`config.mk`:
```
export PLATFORM = sky130hd
export DESIGN_NAME = md5_packer
export DESIGN_NICKNAME = d
export VERILOG_FILES = /design/src/rtl/md5_pkg.sv /design/src/rtl/md5_hold_timer.sv /design/src/rtl/md5_packer.sv
export SDC_FILE = /design/constraint.sdc
export NUM_CORES = 2
export LEC_CHECK = 0
export CAP_MARGIN = 20
export CORE_MARGIN = 8
export CORE_UTILIZATION = 40
export CTS_CLUSTER_SIZE = 24
export DETAILED_ROUTE_END_ITERATION = 10
export SLEW_MARGIN = 5
export SYNTH_ARGS = -nofsm -noshare
export SYNTH_HDL_FRONTEND = slang
export SYNTH_SLANG_ARGS = --single-unit
```
`constraint.sdc`:
```
create_clock -name in_clk -period 7.24 [get_ports in_clk]
set_clock_uncertainty 0.05 [all_clocks]
set_input_delay 1.448 -clock in_clk [delete_from_list [all_inputs] [get_ports in_clk]]
set_output_delay 1.448 -clock in_clk [all_outputs]
set_load 0.02 [all_outputs]
```
`src/rtl/md5_pkg.sv`:
```
// Shared constants and FSM state encoding for the MD5 byte packer.
package md5_pkg;

  localparam int unsigned BLOCK_BITS = 512;
  localparam int unsigned LEN_BITS   = 64;

  typedef enum logic [2:0] {
    IDLE,
    FILL,
    HOLD,
    FINAL,
    WAIT_FIN,
    DRAIN
  } state_t;

endpackage

```
`src/rtl/md5_hold_timer.sv`:
```
// Loadable down-counter; zero is high whenever the count has run out.
module md5_hold_timer #(
  parameter int unsigned WIDTH = 32
) (
  input  logic             clk,
  input  logic             reset,
  input  logic             load,
  input  logic [WIDTH-1:0] load_val,
  output logic             zero
);

  logic [WIDTH-1:0] cnt_q, cnt_d;

  always_comb begin
    cnt_d = cnt_q;
    if (load) begin
      cnt_d = load_val;
    end else if (cnt_q != '0) begin
      cnt_d = cnt_q - WIDTH'(1);
    end
  end

  always_ff @(posedge clk) begin
    if (reset) begin
      cnt_q <= '0;
    end else begin
      cnt_q <= cnt_d;
    end
  end

  assign zero = (cnt_q == '0);

endmodule

```
`src/rtl/md5_packer.sv`:
```
// Packs a byte stream into 512-bit blocks for md5_ctrl, tracking the
// committed bit length and sequencing start/finish/done around each message.
module md5_packer
  import md5_pkg::*;
#(
  parameter int unsigned HOLD_CYCLES  = 96,
  parameter int unsigned DRAIN_CYCLES = 4
) (
  input  logic                  in_clk,
  input  logic                  reset,
  input  logic                  byte_valid,
  input  logic [7:0]            byte_data,
  input  logic                  byte_last,
  output logic                  byte_ready,
  output logic [BLOCK_BITS-1:0] indata,
  output logic [LEN_BITS-1:0]   len,
  output logic                  start,
  input  logic                  finish,
  output logic                  done
);

  localparam int unsigned TMR_W = 32;

  state_t                state_q, state_d;
  logic [5:0]            k_q, k_d;
  logic [LEN_BITS-1:0]   total_q, total_d;
  logic [LEN_BITS-1:0]   len_q, len_d;
  logic [BLOCK_BITS-1:0] buf_q, buf_d, buf_wr;
  logic [BLOCK_BITS-1:0] indata_q, indata_d;
  logic                  start_q, start_d;
  logic                  done_q, done_d;
  logic                  pend_q, pend_d;
  logic                  ready_q, ready_d;
  logic                  accept;
  logic                  tmr_load, tmr_zero;
  logic [TMR_W-1:0]      tmr_val;

  md5_hold_timer #(
    .WIDTH(TMR_W)
  ) u_timer (
    .clk     (in_clk),
    .reset   (reset),
    .load    (tmr_load),
    .load_val(tmr_val),
    .zero    (tmr_zero)
  );

  assign accept = byte_valid && ready_q;

  always_comb begin
    buf_wr = buf_q;
    buf_wr[{k_q, 3'b000} +: 8] = byte_data;
  end

  always_comb begin
    state_d  = state_q;
    k_d      = k_q;
    total_d  = total_q;
    buf_d    = buf_q;
    indata_d = indata_q;
    len_d    = len_q;
    start_d  = 1'b0;
    done_d   = 1'b0;
    pend_d   = pend_q;
    tmr_load = 1'b0;
    tmr_val  = '0;
    unique case (state_q)
      IDLE, FILL: begin
        if (accept) begin
          buf_d   = buf_wr;
          k_d     = k_q + 6'd1;
          total_d = total_q + 64'd8;
          state_d = FILL;
          // A last byte landing in slot 63 still commits as a plain full
          // block; the empty final block follows once HOLD expires.
          if (k_q == 6'd63) begin
            indata_d = buf_wr;
            len_d    = len_q + 64'd512;
            buf_d    = '0;
            k_d      = '0;
            pend_d   = byte_last;
            state_d  = HOLD;
            tmr_load = 1'b1;
            tmr_val  = TMR_W'(HOLD_CYCLES - 1);
          end else if (byte_last) begin
            indata_d = buf_wr;
            len_d    = total_q + 64'd8;
            buf_d    = '0;
            k_d      = '0;
            start_d  = 1'b1;
            state_d  = WAIT_FIN;
          end
        end
      end
      HOLD: begin
        if (tmr_zero) begin
          state_d = pend_q ? FINAL : FILL;
          pend_d  = 1'b0;
        end
      end
      FINAL: begin
        indata_d = '0;
        start_d  = 1'b1;
        state_d  = WAIT_FIN;
      end
      WAIT_FIN: begin
        if (finish) begin
          state_d  = DRAIN;
          tmr_load = 1'b1;
          tmr_val  = TMR_W'(DRAIN_CYCLES - 1);
        end
      end
      DRAIN: begin
        if (tmr_zero) begin
          len_d    = '0;
          indata_d = '0;
          total_d  = '0;
          done_d   = 1'b1;
          state_d  = IDLE;
        end
      end
      default: state_d = IDLE;
    endcase
    ready_d = (state_d == IDLE) || (state_d == FILL);
  end

  always_ff @(posedge in_clk) begin
    if (reset) begin
      state_q  <= IDLE;
      k_q      <= '0;
      total_q  <= '0;
      buf_q    <= '0;
      indata_q <= '0;
      len_q    <= '0;
      start_q  <= 1'b0;
      done_q   <= 1'b0;
      pend_q   <= 1'b0;
      ready_q  <= 1'b1;
    end else begin
      state_q  <= state_d;
      k_q      <= k_d;
      total_q  <= total_d;
      buf_q    <= buf_d;
      indata_q <= indata_d;
      len_q    <= len_d;
      start_q  <= start_d;
      done_q   <= done_d;
      pend_q   <= pend_d;
      ready_q  <= ready_d;
    end
  end

  assign byte_ready = ready_q;
  assign indata     = indata_q;
  assign len        = len_q;
  assign start      = start_q;
  assign done       = done_q;

endmodule
```
==> impl_results.md <==
* Classification of the worst setup path: reg -> reg
* Placed insts at 7112
* Netlist area before placement at 47760 um2
* Wire length of the first global-routing pass at 266.5 mm
* Start point of the worst hold path: buf_q[408]
* Post-route clock period utilization at 0.6267
* Number of flops mapped to enable cells by yosys at 0
* Startpoint Class: register
* Detailed-route via count at 42360
* Proportion of register bits with asynchronous set or reset after synthesis at 0
* Final #Nets at 5732
* Largest net degree at the start of global routing at 212
* Top_reg_cell synth: sky130_fd_sc_hd__dfxtp_1
* Rel. slew slack at 0.2351
* Maximum buffer depth of the clock tree at 3
* Commonest non-fill, non-tap cell in the layout: sky130_fd_sc_hd__dfxtp_1
* Global route total overflow at 0
* Clock tree from TritonCTS: built
* Detailed-placement wirelength estimate at 122.8 mm
* FF+latch count, synth at 1192
* CTS H-tree lvls at 4
* Hold Crit Depth at 2
* Worst-skew pair later-pin latency at 0.74 ns
* R2r startpoint: k_q[0]
* Worst min-delay path category: reg -> reg
* Pin slew with the least headroom to its limit at 1.147 ns
* Cell Pwr Density at 253.9 nW/um2
* Synth warn at 0
* Die Span X at 361.5 um
* Area of the core at 118200 um2
* Hold path endpoint: indata[408]
* Area growth from synthesis to layout at 24.31%
* Post-route insts no fill at 7345
* CTS root buffer: sky130_fd_sc_hd__clkbuf_16
* Most frequent cells in the layout: sky130_fd_sc_hd__dfxtp_1, sky130_fd_sc_hd__nand2_1, sky130_fd_sc_hd__o21ai_0
* # resized after CTS at 0
* Pins over their slew limit at 0
* Worst path required time at 7.88 ns
* Depth of the worst register-to-register path at 9
* Post-Synthesis Net Count at 5302
* Via count of the first global-routing pass at 40220
* Summed area of non-filler cells in the final layout at 59370 um2
* Clk sinks at 1192
* Accumulated negative setup slack at 0 ns
* WL final at 179.4 mm
* Buffers inserted during post-CTS setup optimization at 0
* Sort of element at the end of the critical path: register
* Die height at 361.5 um
* Maximum fanout encountered on the critical timing path at 39
* Filler Cells Inserted at 11060
* Num CTS Buffers at 133
* Antenna cells at 0
* Worst path arrival time at 5.18 ns
* Antenna violations before repair at 5
* DRC marker count from the first detailed-route iteration at 3981
* Initial Util at 0.4039
* Total setup violations reported at the end of the flow at 0
* Number of buffers inserted for hold repair after clock tree synthesis at 0
* Share of synthesized area occupied by flip-flops and latches at 0.4997
* Routability cong. at 0.8684
* Capture instance of the worst register-to-register path: buf_q[228]
* Total cell area at the placement stage at 54820 um2
* Setup slack, reg-to-reg at 2.70 ns
* IR drop worst, VDD at 0.2130 mV
* Average cell area after synthesis at 9.041 um2
* Number of maximum-capacitance constraint violations at 0
* Fraction of layout instances using a drive strength above 1 at 0.06697
* Outcome: finished clean
* Die outline area at 130700 um2
* Post-Syn Instances at 5282
* Count of final hold-check violations at 0
* Boundary Pins at 592
* Timing-limited maximum frequency at 220.4 MHz
* DR WL/cell at 24.42 um
* FP Rows at 126
* All-Layer GR Usage at 0.2606
* Number of detailed-route iterations in the first pass at 9
* Number of port buffers at 591
* Via-to-Cell Ratio at 5.768
* Number of DRC violations after detailed routing at 0
* Unrepaired setup endpoints after global routing: no
* Fraction of the core area covered by cells at the end of the flow at 0.5021
* Final critical delay including setup and external delays at 4.537 ns
* CTS clk-pin slew, worst paths at 0.06 ns
* Count of cell types in the netlist at 84
* Static leakage at 20.47 nW
* Antenna-violating nets left at 0
## registers in the layout, summed over array words and instances (netlist names)
register / cells
buf_q: 512
byte_ready: 1
done: 1
indata: 512
k_q: 6
len: 62
pend_q: 1
start: 1
state_q: 3
total_q: 61
u_timer.cnt_q: 32
## layout make-up
class	count	area (um2)	area share
Tap cell	1536	1922	0.03237
Timing Repair Buffer	679	6613	0.1114
Multi-Input combinational cell	3683	22340	0.3763
Clock buffer	193	3908	0.06582
Clock inverter	39	633.1	0.01066
Inverter	23	86.33	0.001454
Sequential cell	1192	23860	0.4020
## worst max-delay path, stage by stage (launching register included)
cell and delay, ns:
sky130_fd_sc_hd__dfxtp_1 0.31, sky130_fd_sc_hd__buf_4 0.33, sky130_fd_sc_hd__inv_1 0.13, sky130_fd_sc_hd__ha_1 0.38, sky130_fd_sc_hd__xnor2_1 0.53, sky130_fd_sc_hd__nand2b_1 0.56, sky130_fd_sc_hd__nor2_1 0.78, sky130_fd_sc_hd__nand2b_1 0.59
sky130_fd_sc_hd__nor2_1 0.58, sky130_fd_sc_hd__a22o_1 0.23
## routing by layer
metal / wire [um] / vias to the layer above / share of wire / track usage
met1: 78980 / 20570 / 0.44 / 0.3518
met5: 0 / - / 0 / 0
met4: 5057 / 0 / 0.028 / 0.07937
met3: 15810 / 260 / 0.088 / 0.07199
met2: 79510 / 1621 / 0.44 / 0.4049
li1: - / 19910 / - / -
## per-stage QoR
step                setup WS, ns  total power, mW  hold WS (ns)
global route               2.270            15.56        0.4149
CTS                        2.737            15.16        0.4004
global placement           2.411            8.145        0.3829
finish                     2.703            15.07        0.3973
detailed placement         2.351            8.155        0.3915
floorplan                  3.368            7.764        0.3744
## report_power, final
group | internal, mW | switching (mW) | leakage, nW | total (mW)
sequential | 6.64 | 0.0852 | 9.60 | 6.73
clock | 4.17 | 2.87 | 2.23 | 7.04
combinational | 0.349 | 0.955 | 8.63 | 1.30
## cell usage after synthesis, types with 14 or more instances
| library cell | n | area, um2 |
|---|---|---|
| sky130_fd_sc_hd__clkbuf_1 | 303 | 1137 |
| sky130_fd_sc_hd__xor2_1 | 43 | 376.6 |
| sky130_fd_sc_hd__nand2_1 | 782 | 2935 |
| sky130_fd_sc_hd__a31oi_1 | 19 | 118.9 |
| sky130_fd_sc_hd__a22oi_1 | 109 | 818.3 |
| sky130_fd_sc_hd__and2_1 | 14 | 87.58 |
| sky130_fd_sc_hd__nor4_1 | 30 | 187.7 |
| sky130_fd_sc_hd__buf_1 | 15 | 56.30 |
| sky130_fd_sc_hd__o21ai_1 | 27 | 135.1 |
| sky130_fd_sc_hd__a22o_1 | 336 | 2943 |
| sky130_fd_sc_hd__dfxtp_1 | 1192 | 23860 |
| sky130_fd_sc_hd__o2bb2ai_1 | 38 | 332.8 |
| sky130_fd_sc_hd__o21ai_0 | 588 | 2943 |
| sky130_fd_sc_hd__buf_2 | 51 | 255.2 |
| sky130_fd_sc_hd__nor2_1 | 354 | 1329 |
| sky130_fd_sc_hd__nand3_1 | 87 | 435.4 |
| sky130_fd_sc_hd__mux2i_1 | 352 | 3523 |
| sky130_fd_sc_hd__a222oi_1 | 40 | 400.4 |
| sky130_fd_sc_hd__nand4_1 | 44 | 275.3 |
| sky130_fd_sc_hd__a21oi_1 | 304 | 1521 |
| sky130_fd_sc_hd__a21o_1 | 15 | 112.6 |
| sky130_fd_sc_hd__xnor2_1 | 49 | 429.2 |
| sky130_fd_sc_hd__and3_1 | 27 | 168.9 |
| sky130_fd_sc_hd__a32o_1 | 31 | 310.3 |
| sky130_fd_sc_hd__nor2_4 | 18 | 202.7 |
| sky130_fd_sc_hd__or3_1 | 31 | 193.9 |
| sky130_fd_sc_hd__inv_1 | 22 | 82.58 |
| sky130_fd_sc_hd__nor3_1 | 153 | 765.7 |
## logic make-up (layout without fill, tap and decap cells)
group	Yosys count	in the layout	share of synthesized area
and+or+nand+nor	1643	1643	0.1562
AOI/OAI and AO/OA	1589	1589	0.2161
DFF	1192	1192	0.4997
buffers and inverters	407	934	0.03553
muxes	352	352	0.07378
xor gates and xnor gates	92	92	0.01687
adders and majority gates	7	7	0.001834
## worst max path at each step
stage                     cells after the start  slack (ns)      start     endpoint
after CTS                                     9        2.74     k_q[0]   buf_q[228]
after global routing                          9        2.27     k_q[0]   buf_q[417]
final                                         9        2.70     k_q[0]   buf_q[228]
after global placement                       11        2.41  byte_last   indata[74]
after floorplan                              14        3.37     k_q[0]   buf_q[144]
after detailed placement                     11        2.35  byte_last  indata[383]
(Power assumes the default switching activity.)
